<file path="src/rtl/uart_apb_regs_if.sv">
// APB3 bus bundle between the system interconnect (master) and the UART
// register block (slave).
interface uart_apb_regs_if #(
  parameter int ADDR_WIDTH = 5
);
  logic                  PSEL;
  logic                  PENABLE;
  logic                  PWRITE;
  logic [ADDR_WIDTH-1:0] PADDR;
  logic [31:0]           PWDATA;
  logic [31:0]           PRDATA;
  logic                  PREADY;
  logic                  PSLVERR;

  modport master (
    output PSEL, PENABLE, PWRITE, PADDR, PWDATA,
    input  PRDATA, PREADY, PSLVERR
  );

  modport slave (
    input  PSEL, PENABLE, PWRITE, PADDR, PWDATA,
    output PRDATA, PREADY, PSLVERR
  );
endinterface

</file>
<file path="src/rtl/uart_apb_regs.sv">
// APB3 completer in front of the UART core: register file, baud divider,
// TX/RX handshake. Zero-wait-state transfers; PRDATA is registered.
// Optional feature: define UART_APB_PSLVERR_EN to report bad accesses on
// PSLVERR (unmapped offsets, writes to read-only registers, TXDATA writes
// while a byte is pending or in flight). Without it PSLVERR is always 0.
module uart_apb_regs #(
  parameter int          ADDR_WIDTH = 5,
  parameter logic [15:0] DIV_RESET  = 16'd5207
) (
  input  logic              PCLK,
  input  logic              PRESETn,
  uart_apb_regs_if.slave    apb,
  output logic              tx_en,
  output logic              tx_rst,
  output logic              rx_en,
  output logic              rx_rst,
  output logic [7:0]        tx_data,
  output logic              BCLK,
  input  logic              tx_busy,
  input  logic              tx_done,
  input  logic              rx_busy,
  input  logic              rx_done,
  input  logic              rx_error,
  input  logic [7:0]        rx_data
);

  // The state records the bus phase sampled at the last edge, so SETUP is
  // held while the requester is in its access cycle and ACCESS follows it.
  typedef enum logic [1:0] {IDLE, SETUP, ACCESS} apb_state_t;

  localparam logic [2:0] OFF_CTRL   = 3'd0;
  localparam logic [2:0] OFF_STATUS = 3'd1;
  localparam logic [2:0] OFF_TXDATA = 3'd2;
  localparam logic [2:0] OFF_RXDATA = 3'd3;
  localparam logic [2:0] OFF_BAUD   = 3'd4;

  apb_state_t            state;
  logic [31:0]           prdata_q;
  logic                  pready_q;
  logic                  pslverr_q;

  logic                  txe;
  logic                  rxe;
  logic                  tx_pend;
  logic                  err;
  logic                  tx_busy_q;
  logic [7:0]            tx_data_q;
  logic [15:0]           baud_div;
  logic [15:0]           baud_cnt;
  logic                  tx_rst_q;
  logic                  rx_rst_q;
  logic                  bclk_q;

  logic [ADDR_WIDTH-1:0] addr;
  logic [2:0]            offset;
  logic                  setup_phase;
  logic                  commit;
  logic                  wr_commit;
  logic                  rd_commit;
  logic                  tx_blocked;
  logic                  ctrl_wr;
  logic                  txdata_wr;
  logic                  div_wr;
  logic                  status_rd;
  logic                  rxdata_rd;
  logic                  bad_access;
  logic [31:0]           rd_data;
  logic                  unused_bits;

  assign addr        = apb.PADDR;
  assign offset      = addr[4:2];
  assign setup_phase = apb.PSEL & ~apb.PENABLE;
  assign commit      = (state == SETUP) & apb.PSEL & apb.PENABLE;
  assign wr_commit   = commit & apb.PWRITE;
  assign rd_commit   = commit & ~apb.PWRITE;
  assign tx_blocked  = tx_pend | tx_busy;
  assign ctrl_wr     = wr_commit & (offset == OFF_CTRL);
  assign txdata_wr   = wr_commit & (offset == OFF_TXDATA) & ~tx_blocked;
  assign div_wr      = wr_commit & (offset == OFF_BAUD);
  assign status_rd   = rd_commit & (offset == OFF_STATUS);
  assign rxdata_rd   = rd_commit & (offset == OFF_RXDATA);
  assign unused_bits = ^{addr[1:0], apb.PWDATA[31:16]};

`ifdef UART_APB_PSLVERR_EN
  assign bad_access = (offset > OFF_BAUD)
                    | (apb.PWRITE & ((offset == OFF_STATUS) | (offset == OFF_RXDATA)))
                    | (apb.PWRITE & (offset == OFF_TXDATA) & tx_blocked);
`else
  assign bad_access = 1'b0;
`endif

  // Read multiplexer; unmapped offsets read as zero.
  always_comb begin
    rd_data = 32'd0;
    case (offset)
      OFF_CTRL:   rd_data = {30'd0, rxe, txe};
      OFF_STATUS: rd_data = {26'd0, tx_pend, err, rx_done, rx_busy, tx_done, tx_busy};
      OFF_TXDATA: rd_data = {24'd0, tx_data_q};
      OFF_RXDATA: rd_data = {24'd0, rx_data};
      OFF_BAUD:   rd_data = {16'd0, baud_div};
      default:    rd_data = 32'd0;
    endcase
  end

  // APB phase tracker with registered PREADY, PSLVERR and PRDATA.
  always_ff @(posedge PCLK or negedge PRESETn) begin
    if (!PRESETn) begin
      state     <= IDLE;
      pready_q  <= 1'b0;
      pslverr_q <= 1'b0;
      prdata_q  <= 32'd0;
    end else begin
      case (state)
        IDLE, ACCESS: begin
          if (setup_phase) begin
            state     <= SETUP;
            pready_q  <= 1'b1;
            pslverr_q <= bad_access;
            if (!apb.PWRITE) prdata_q <= rd_data;
          end else begin
            state     <= IDLE;
            pready_q  <= 1'b0;
            pslverr_q <= 1'b0;
          end
        end
        SETUP: begin
          state     <= apb.PSEL ? ACCESS : IDLE;
          pready_q  <= 1'b0;
          pslverr_q <= 1'b0;
        end
        default: begin
          state     <= IDLE;
          pready_q  <= 1'b0;
          pslverr_q <= 1'b0;
        end
      endcase
    end
  end

  // Register file, TX pending flag, sticky error and one-cycle reset pulses.
  always_ff @(posedge PCLK or negedge PRESETn) begin
    if (!PRESETn) begin
      txe       <= 1'b0;
      rxe       <= 1'b0;
      tx_pend   <= 1'b0;
      err       <= 1'b0;
      tx_busy_q <= 1'b0;
      tx_data_q <= 8'd0;
      baud_div  <= DIV_RESET;
      tx_rst_q  <= 1'b0;
      rx_rst_q  <= 1'b0;
    end else begin
      tx_busy_q <= tx_busy;
      tx_rst_q  <= ctrl_wr & apb.PWDATA[2];
      rx_rst_q  <= (ctrl_wr & apb.PWDATA[3]) | (rxdata_rd & rx_done);
      if (ctrl_wr) begin
        txe <= apb.PWDATA[0];
        rxe <= apb.PWDATA[1];
      end
      if (ctrl_wr && apb.PWDATA[2]) tx_pend <= 1'b0;
      else if (txdata_wr)           tx_pend <= 1'b1;
      else if (tx_busy && !tx_busy_q) tx_pend <= 1'b0;
      if (txdata_wr) tx_data_q <= apb.PWDATA[7:0];
      if (rx_error)       err <= 1'b1;
      else if (status_rd) err <= 1'b0;
      if (div_wr) baud_div <= apb.PWDATA[15:0];
    end
  end

  // Baud down-counter: BCLK for one cycle each time it passes zero.
  always_ff @(posedge PCLK or negedge PRESETn) begin
    if (!PRESETn) begin
      baud_cnt <= DIV_RESET;
      bclk_q   <= 1'b0;
    end else if (div_wr) begin
      baud_cnt <= apb.PWDATA[15:0];
      bclk_q   <= 1'b0;
    end else if (!(txe | rxe)) begin
      baud_cnt <= baud_div;
      bclk_q   <= 1'b0;
    end else if (baud_cnt == 16'd0) begin
      baud_cnt <= baud_div;
      bclk_q   <= 1'b1;
    end else begin
      baud_cnt <= baud_cnt - 16'd1;
      bclk_q   <= 1'b0;
    end
  end

  assign apb.PRDATA  = prdata_q;
  assign apb.PREADY  = pready_q;
  assign apb.PSLVERR = pslverr_q;
  assign tx_en       = txe & (tx_pend | tx_busy);
  assign rx_en       = rxe;
  assign tx_rst      = tx_rst_q;
  assign rx_rst      = rx_rst_q;
  assign tx_data     = tx_data_q;
  assign BCLK        = bclk_q;

endmodule

</file>
<file path="src/flat_wrapper.sv">
// flat-port wrapper written by rule: the top's interface ports become plain ports
module uart_apb_regs_flat 
#(
  parameter int          ADDR_WIDTH = 5,
  parameter logic [15:0] DIV_RESET  = 16'd5207
)
  (PCLK, PRESETn, tx_en, tx_rst, rx_en, rx_rst, tx_data, BCLK, tx_busy, tx_done, rx_busy, rx_done, rx_error, rx_data, apb_PSEL, apb_PENABLE, apb_PWRITE, apb_PADDR, apb_PWDATA, apb_PRDATA, apb_PREADY, apb_PSLVERR);
  uart_apb_regs_if #(.ADDR_WIDTH(ADDR_WIDTH)) apb_i ();
  input  logic PCLK;
  input  logic PRESETn;
  output logic tx_en;
  output logic tx_rst;
  output logic rx_en;
  output logic rx_rst;
  output logic [7:0] tx_data;
  output logic BCLK;
  input  logic tx_busy;
  input  logic tx_done;
  input  logic rx_busy;
  input  logic rx_done;
  input  logic rx_error;
  input  logic [7:0] rx_data;
  input wire logic [$bits(apb_i.PSEL)-1:0] apb_PSEL;
  input wire logic [$bits(apb_i.PENABLE)-1:0] apb_PENABLE;
  input wire logic [$bits(apb_i.PWRITE)-1:0] apb_PWRITE;
  input wire logic [$bits(apb_i.PADDR)-1:0] apb_PADDR;
  input wire logic [$bits(apb_i.PWDATA)-1:0] apb_PWDATA;
  output wire logic [$bits(apb_i.PRDATA)-1:0] apb_PRDATA;
  output wire logic [$bits(apb_i.PREADY)-1:0] apb_PREADY;
  output wire logic [$bits(apb_i.PSLVERR)-1:0] apb_PSLVERR;
  assign apb_i.PSEL = apb_PSEL;
  assign apb_i.PENABLE = apb_PENABLE;
  assign apb_i.PWRITE = apb_PWRITE;
  assign apb_i.PADDR = apb_PADDR;
  assign apb_i.PWDATA = apb_PWDATA;
  assign apb_PRDATA = apb_i.PRDATA;
  assign apb_PREADY = apb_i.PREADY;
  assign apb_PSLVERR = apb_i.PSLVERR;
  uart_apb_regs #(.ADDR_WIDTH(ADDR_WIDTH), .DIV_RESET(DIV_RESET)) u_core (.PCLK(PCLK), .PRESETn(PRESETn), .apb(apb_i), .tx_en(tx_en), .tx_rst(tx_rst), .rx_en(rx_en), .rx_rst(rx_rst), .tx_data(tx_data), .BCLK(BCLK), .tx_busy(tx_busy), .tx_done(tx_done), .rx_busy(rx_busy), .rx_done(rx_done), .rx_error(rx_error), .rx_data(rx_data));
endmodule
</file>
<file path="config.mk">
export PLATFORM = sky130hd
export DESIGN_NAME = uart_apb_regs_flat
export DESIGN_NICKNAME = d
export VERILOG_FILES = /design/src/rtl/uart_apb_regs_if.sv /design/src/rtl/uart_apb_regs.sv /design/src/flat_wrapper.sv
export SDC_FILE = /design/constraint.sdc
export NUM_CORES = 1
export LEC_CHECK = 0
export CAP_MARGIN = 30
export CELL_PAD_IN_SITES_DETAIL_PLACEMENT = 1
export CELL_PAD_IN_SITES_GLOBAL_PLACEMENT = 1
export CORE_MARGIN = 4
export CORE_UTILIZATION = 36
export DETAILED_ROUTE_END_ITERATION = 16
export GPL_ROUTABILITY_DRIVEN = 0
export HOLD_SLACK_MARGIN = 0.15
export PLACE_DENSITY = 0.86
export SLEW_MARGIN = 20
export SYNTH_ARGS = -nofsm -noshare
export SYNTH_HDL_FRONTEND = slang
export SYNTH_SLANG_ARGS = --single-unit
</file>
<file path="constraint.sdc">
create_clock -name PCLK -period 2.25 [get_ports PCLK]
set_input_delay 0.45 -clock PCLK [delete_from_list [all_inputs] [get_ports PCLK]]
set_output_delay 0.45 -clock PCLK [all_outputs]
set_load 0.05 [all_outputs]
</file>
; Yosys cells after proc, flatten, opt, wreduce, memory -nomap -nowiden
; Index checks and enable logic that the tools add are counted.
; Widths: inputs -> output; s select.
[op_classes]
bitwise_logic = 21
shifts = 0
mul = 0
magnitude_cmp = 0
n_reduce_logical = 10
add_sub_neg = 1
div_mod_pow = 0
eq_ne = 6
muxes = 17
[ops]
columns = op, n
row1 = $pmux 16 s5, 1
row2 = $mux 16, 3
row3 = $logic_not 16->1, 1
row4 = $sub 16x1->16 const B, 1
row5 = $and 1x1->1, 15
row6 = $mux 1, 11
row7 = $eq 3x2->1 const B, 2
row8 = $pmux 2 s2, 1
row9 = $eq 3x1->1 const B, 1
row10 = $eq 3x3->1 const B, 1
row11 = $logic_not 3->1, 1
row12 = $not 1->1, 3
row13 = $or 1x1->1, 3
row14 = $reduce_and 3->1, 1
row15 = $reduce_bool 3->1, 1
row16 = $eq 2x1->1 const B, 1
row17 = $eq 2x2->1 const B, 1
row18 = $logic_and 1x1->1, 2
row19 = $logic_not 2->1, 1
row20 = $mux 2, 1
row21 = $reduce_bool 2->1, 1
row22 = $reduce_or 2->1, 1
row23 = $logic_not 1->1, 1
[totals]
output_inout_bits = 47
ram_bits = 0
input_bits = 55
memories = 0
ff_bits = 83
latchBits = 0
mem_bits_ro = 0
word_cells = 69

; Logic depth before layout (Yosys ltp)
[depth]
word_depth = 8
depth_mapped = 7
mapped_depth_nobuf = 6

; Least setup slack after synthesis
; Ideal clock, no wire load.
[synth_timing]
path_kind = input -> register
start = input port apb_PADDR[2]
end = register u_core.tx_data_q[0], in the netlist u_core.tx_data[0]
setup_ns = 0.125
required_ns = 2.125
n_path_buf = 1
setup_slack_ns = 0.428
stages = 5
arrival_time_ns = 1.697
path_cell_list = nand2b_1 -> nand2b_1 -> or4_4 -> buf_6 -> mux2_4
[synth_via]
elab_chain_len = 3
[synth_lines]
columns = item, line
row1 = "start, declared", flat_wrapper.sv:26  ; input wire logic [$bits(apb_i.PADDR)-1:0] apb_PADDR;
row2 = $eq 3x2->1, uart_apb_regs.sv:78  ; assign txdata_wr = wr_commit & (offset == OFF_TXDATA) & ~tx_blocked;
row3 = $and 1x1->1 (2 in series), uart_apb_regs.sv:78
row4 = "end signal, assigned", uart_apb_regs.sv:163  ; if (txdata_wr) tx_data_q <= apb.PWDATA[7:0];
row5 = "end, declared", uart_apb_regs.sv:47  ; logic [7:0] tx_data_q;
; No other way between the ends.
; A chain may end at the register's enable or synchronous reset.

; Worst setup path in the final report
[layout_timing]
start = register u_core.tx_data_q[4], in the netlist u_core.tx_data[4]
end = output port tx_data[4]
[layout_rtl]
columns = item, line
row1 = "end, declared", flat_wrapper.sv:15  ; output logic [7:0] tx_data;
; No word-level cell between the ends.

==> flow_summary_export.csv <==
group,metric,value,unit
outcome,outcome,"complete, no violations",
run,cap_violations,0,
worst_setup_path,criticalPathCategory,"flip-flop to output pin",
hold_path,min_path_type,"flip-flop to flip-flop",
sta,fmax,483.7,MHz
power,irDropWorstVdd,0.2349,mV
sta,worst_pin_slew,675.6,ps
worst_setup_path,slowest_stage,"clkdlybuf4s50_1",
cts,cts_tree,"built",
logic_synthesis,synth-seq-cells,67,
worst_setup_path,endpoint_kind,"output pin",
worst_setup_path,cpLargestDelayFamily,"buffers and inverters",
sta,setup_viol,0,
logic_synthesis,syn_avg_cell_area,10.21,um^2
logic_synthesis,synthFlopType,"dfrtp_1",
layout,fillers,1020,
worst_setup_path,slowest_delay,840,ps
logic_synthesis,netlist.area_leader.share,39.38,%
cts,clockBufferDepth,2,
floorplan,dieArea,0.01097,mm^2
sta,report.final.hold_viol_count,0,
floorplan,ios,102,
route,wire_per_inst,18.40,um
sta,finalMaxSlewViolations,0,
sta,rsz0062_at_grt,"false",
logic_synthesis,yosys-top-cells-count,"nand2_1, dfrtp_1, buf_4, o21ai_0, nand3_1",
worst_setup_path,worstPathRequired,1800,ps
grt,grt_use_total,18.74,%
power,p_per_area,720.3,mW/mm^2
cts,clock_latency,350,ps
sta,finClkSkew,8.058,ps
grt,grt_first_pass_wirelength,16.18,mm
logic_synthesis,synthTopCellsByArea,"dfrtp_1, dfstp_2, nand2_1, buf_4, mux2_4",
cts,path_clk_slew,70,ps
floorplan,die_h,104.7,um
sta,whs,446.7,ps
cts,cts_sinks,67,
worst_setup_path,crit_path_cell_trace,"clkdlybuf4s50_1",
grt,grt_pass1_vias,3199,
layout,drive_gt1_share,18.68,%
logic_synthesis,ys_warn_count,0,
cts,cts_root_buffer,"clkbuf_8",
route,drc_errors,0,
logic_synthesis,yosysMostFrequentCell,"nand2_1",
worst_setup_path,cp_max_fo,3,
layout,diodes,0,
layout,areaGrowthSynthToFinish,32.36,%
floorplan,die_x,104.7,um
route,drt_wl_total,9.825,mm
cts,cts_max_level,3,
layout,fin_nets,475,
power,p_leak,2.031,nW
route,postRouteAntennaNets,0,
route,drt-initial-drc-count,116,
power,p_total,3.211,mW
floorplan,core-area,0.009153,mm^2
logic_synthesis,async_flop_share,100.0,%
worst_setup_path,startpoint_type,"flip-flop",
placement,dpl.hpwl,7.162,mm
logic_synthesis,yosys.area.top_type,"dfrtp_1",
sta,finalCritPeriodShare,91.88,%
route,first_pass_iters,4,
grt,grt_start_max_net_pins,68,
logic_synthesis,ys_seq_area_share,50.30,%
sta,period_needed,2067,ps
floorplan,placementRows,35,
sta,slew_headroom,54.79,%
logic_synthesis,synth_edf_count,0,
floorplan,initial_utilization,36.80,%
logic_synthesis,synth_cell_types,56,
logic_synthesis,syn_inst,330,
worst_setup_path,critPathArrivalTime,1620,ps
cts,cts_made_buffers,9,
layout,multi_input_area,0.001524,mm^2
route,viasPerCell,5.305,
grt,antenna_found_initial,0,
placement,port_buffers,66,
grt,overflow,0,
worst_setup_path,path_buf_inv,1,
logic_synthesis,netlist_area,0.003368,mm^2
layout,regArea,0.001694,mm^2
route,vias,2833,
-- cell families after synthesis --
group | Yosys count | synth area share [%]
adders and majority gates | 2 | 0.7428
buffers and inverters | 36 | 6.240
xor gates and xnor gates | 8 | 2.080
muxes | 20 | 7.727
DFF | 67 | 50.30
other | 1 | 0.1113
AOI/OAI and AO/OA | 58 | 12.48
and+or+nand+nor | 138 | 20.32
-- state kept, by name (all words and copies together) (netlist names) --
name,flops
u_core.BCLK,1
u_core.apb.PRDATA,16
u_core.apb.PREADY,1
u_core.baud_cnt,16
u_core.baud_div,16
u_core.err,1
u_core.rx_en,1
u_core.rx_rst,1
u_core.state,2
u_core.tx_busy_q,1
u_core.tx_data,8
u_core.tx_pend,1
u_core.tx_rst,1
u_core.txe,1
-- layout by cell type, fill, tap and decap left out, types with 2 or more instances in the layout --
| cell | count |
|---|---|
| nand4b_1 | 2 |
| mux2_4 | 8 |
| clkdlybuf4s50_1 | 64 |
| a22o_1 | 4 |
| a21oi_1 | 2 |
| nor3_2 | 2 |
| o21a_1 | 4 |
| nor3_1 | 7 |
| nand2_1 | 72 |
| o211ai_1 | 5 |
| conb_1 | 17 |
| xor2_1 | 6 |
| ha_1 | 2 |
| o221ai_1 | 8 |
| o31ai_1 | 2 |
| nand3b_1 | 2 |
| nand2b_1 | 6 |
| mux2_2 | 6 |
| xnor2_1 | 2 |
| dfstp_2 | 14 |
| clkbuf_8 | 10 |
| nor3b_1 | 3 |
| clkinv_2 | 3 |
| buf_12 | 3 |
| inv_1 | 5 |
| nor2b_1 | 2 |
| nor2_1 | 11 |
| dfrtp_1 | 53 |
| nand4_1 | 3 |
| o21ai_0 | 17 |
| nor4_1 | 2 |
| nand3_1 | 16 |
| or4_1 | 2 |
| a22oi_1 | 5 |
| buf_4 | 23 |
| mux2i_1 | 5 |
-- per-stage QoR --
step | TNS [ps] | utilization, % | setup slack, ps | area (um^2) | std cells
floorplan | 0 | - | 428.1 | 3428 | 346
global placement | -561.0 | 46.48 | -69.94 | 4254 | 517
detailed placement | -1284 | 46.48 | -139.1 | 4254 | 517
CTS | 0 | 48.71 | 172.7 | 4458 | 534
global route | 0 | 48.71 | 56.05 | 4458 | 534
finish | 0 | 48.71 | 182.7 | 4458 | 534
-- per-layer routing --
metal / share of wire (%) / vias to the layer above / GRT usage (%)
li1: - / 1313 / -
met1: 40 / 1420 / 21.08
met2: 53 / 80 / 33.96
met3: 4.8 / 20 / 3.768
met4: 2.8 / 0 / 8.435
met5: 0 / - / 0
-- path summary, 6_finish.rpt --
path	cells after the start	endpoint	slack, ps	start
hold / removal	1	u_core.state[1]$_DFF_PN0_	450	u_core.state[1]$_DFF_PN0_
max in group asynchronous	3	u_core.baud_div[6]$_DFFE_PN1P_	1270	PRESETn
setup / recovery	1	tx_data[4]	180	u_core.tx_data[4]$_DFFE_PN0P_
min in group asynchronous	3	u_core.apb.PRDATA[10]$_DFFE_PN0P_	660	PRESETn
setup reg to reg	8	u_core.baud_cnt[6]$_DFF_PN1_	210	u_core.baud_cnt[0]$_DFF_PN1_
hold reg to reg	1	u_core.state[1]$_DFF_PN0_	450	u_core.state[1]$_DFF_PN0_
-- power by group --
part           switching [mW]  internal, mW
logic                   0.478         0.327
clock network           0.459         0.537
registers              0.0943          1.32
total                    1.03          2.18
-- cell type report --
cell class              instances  share of cell area, %
clock buffers                  11                  3.171
clock inverters                 5                  1.179
inverters                       5                 0.4210
multi-input cells             243                  34.18
flip-flops and latches         67                  38.00
well taps                     111                  3.115
repair buffers                 92                  19.93
-- repair_timing --
item	in CTS	in global routing
buffers inserted	0	0
setup endpoints to repair	0	0
hold buffers	1	0
resized for setup	0	0
hold endpoints to repair	53	0
Note: power is estimated with default switching activity, not from simulation.
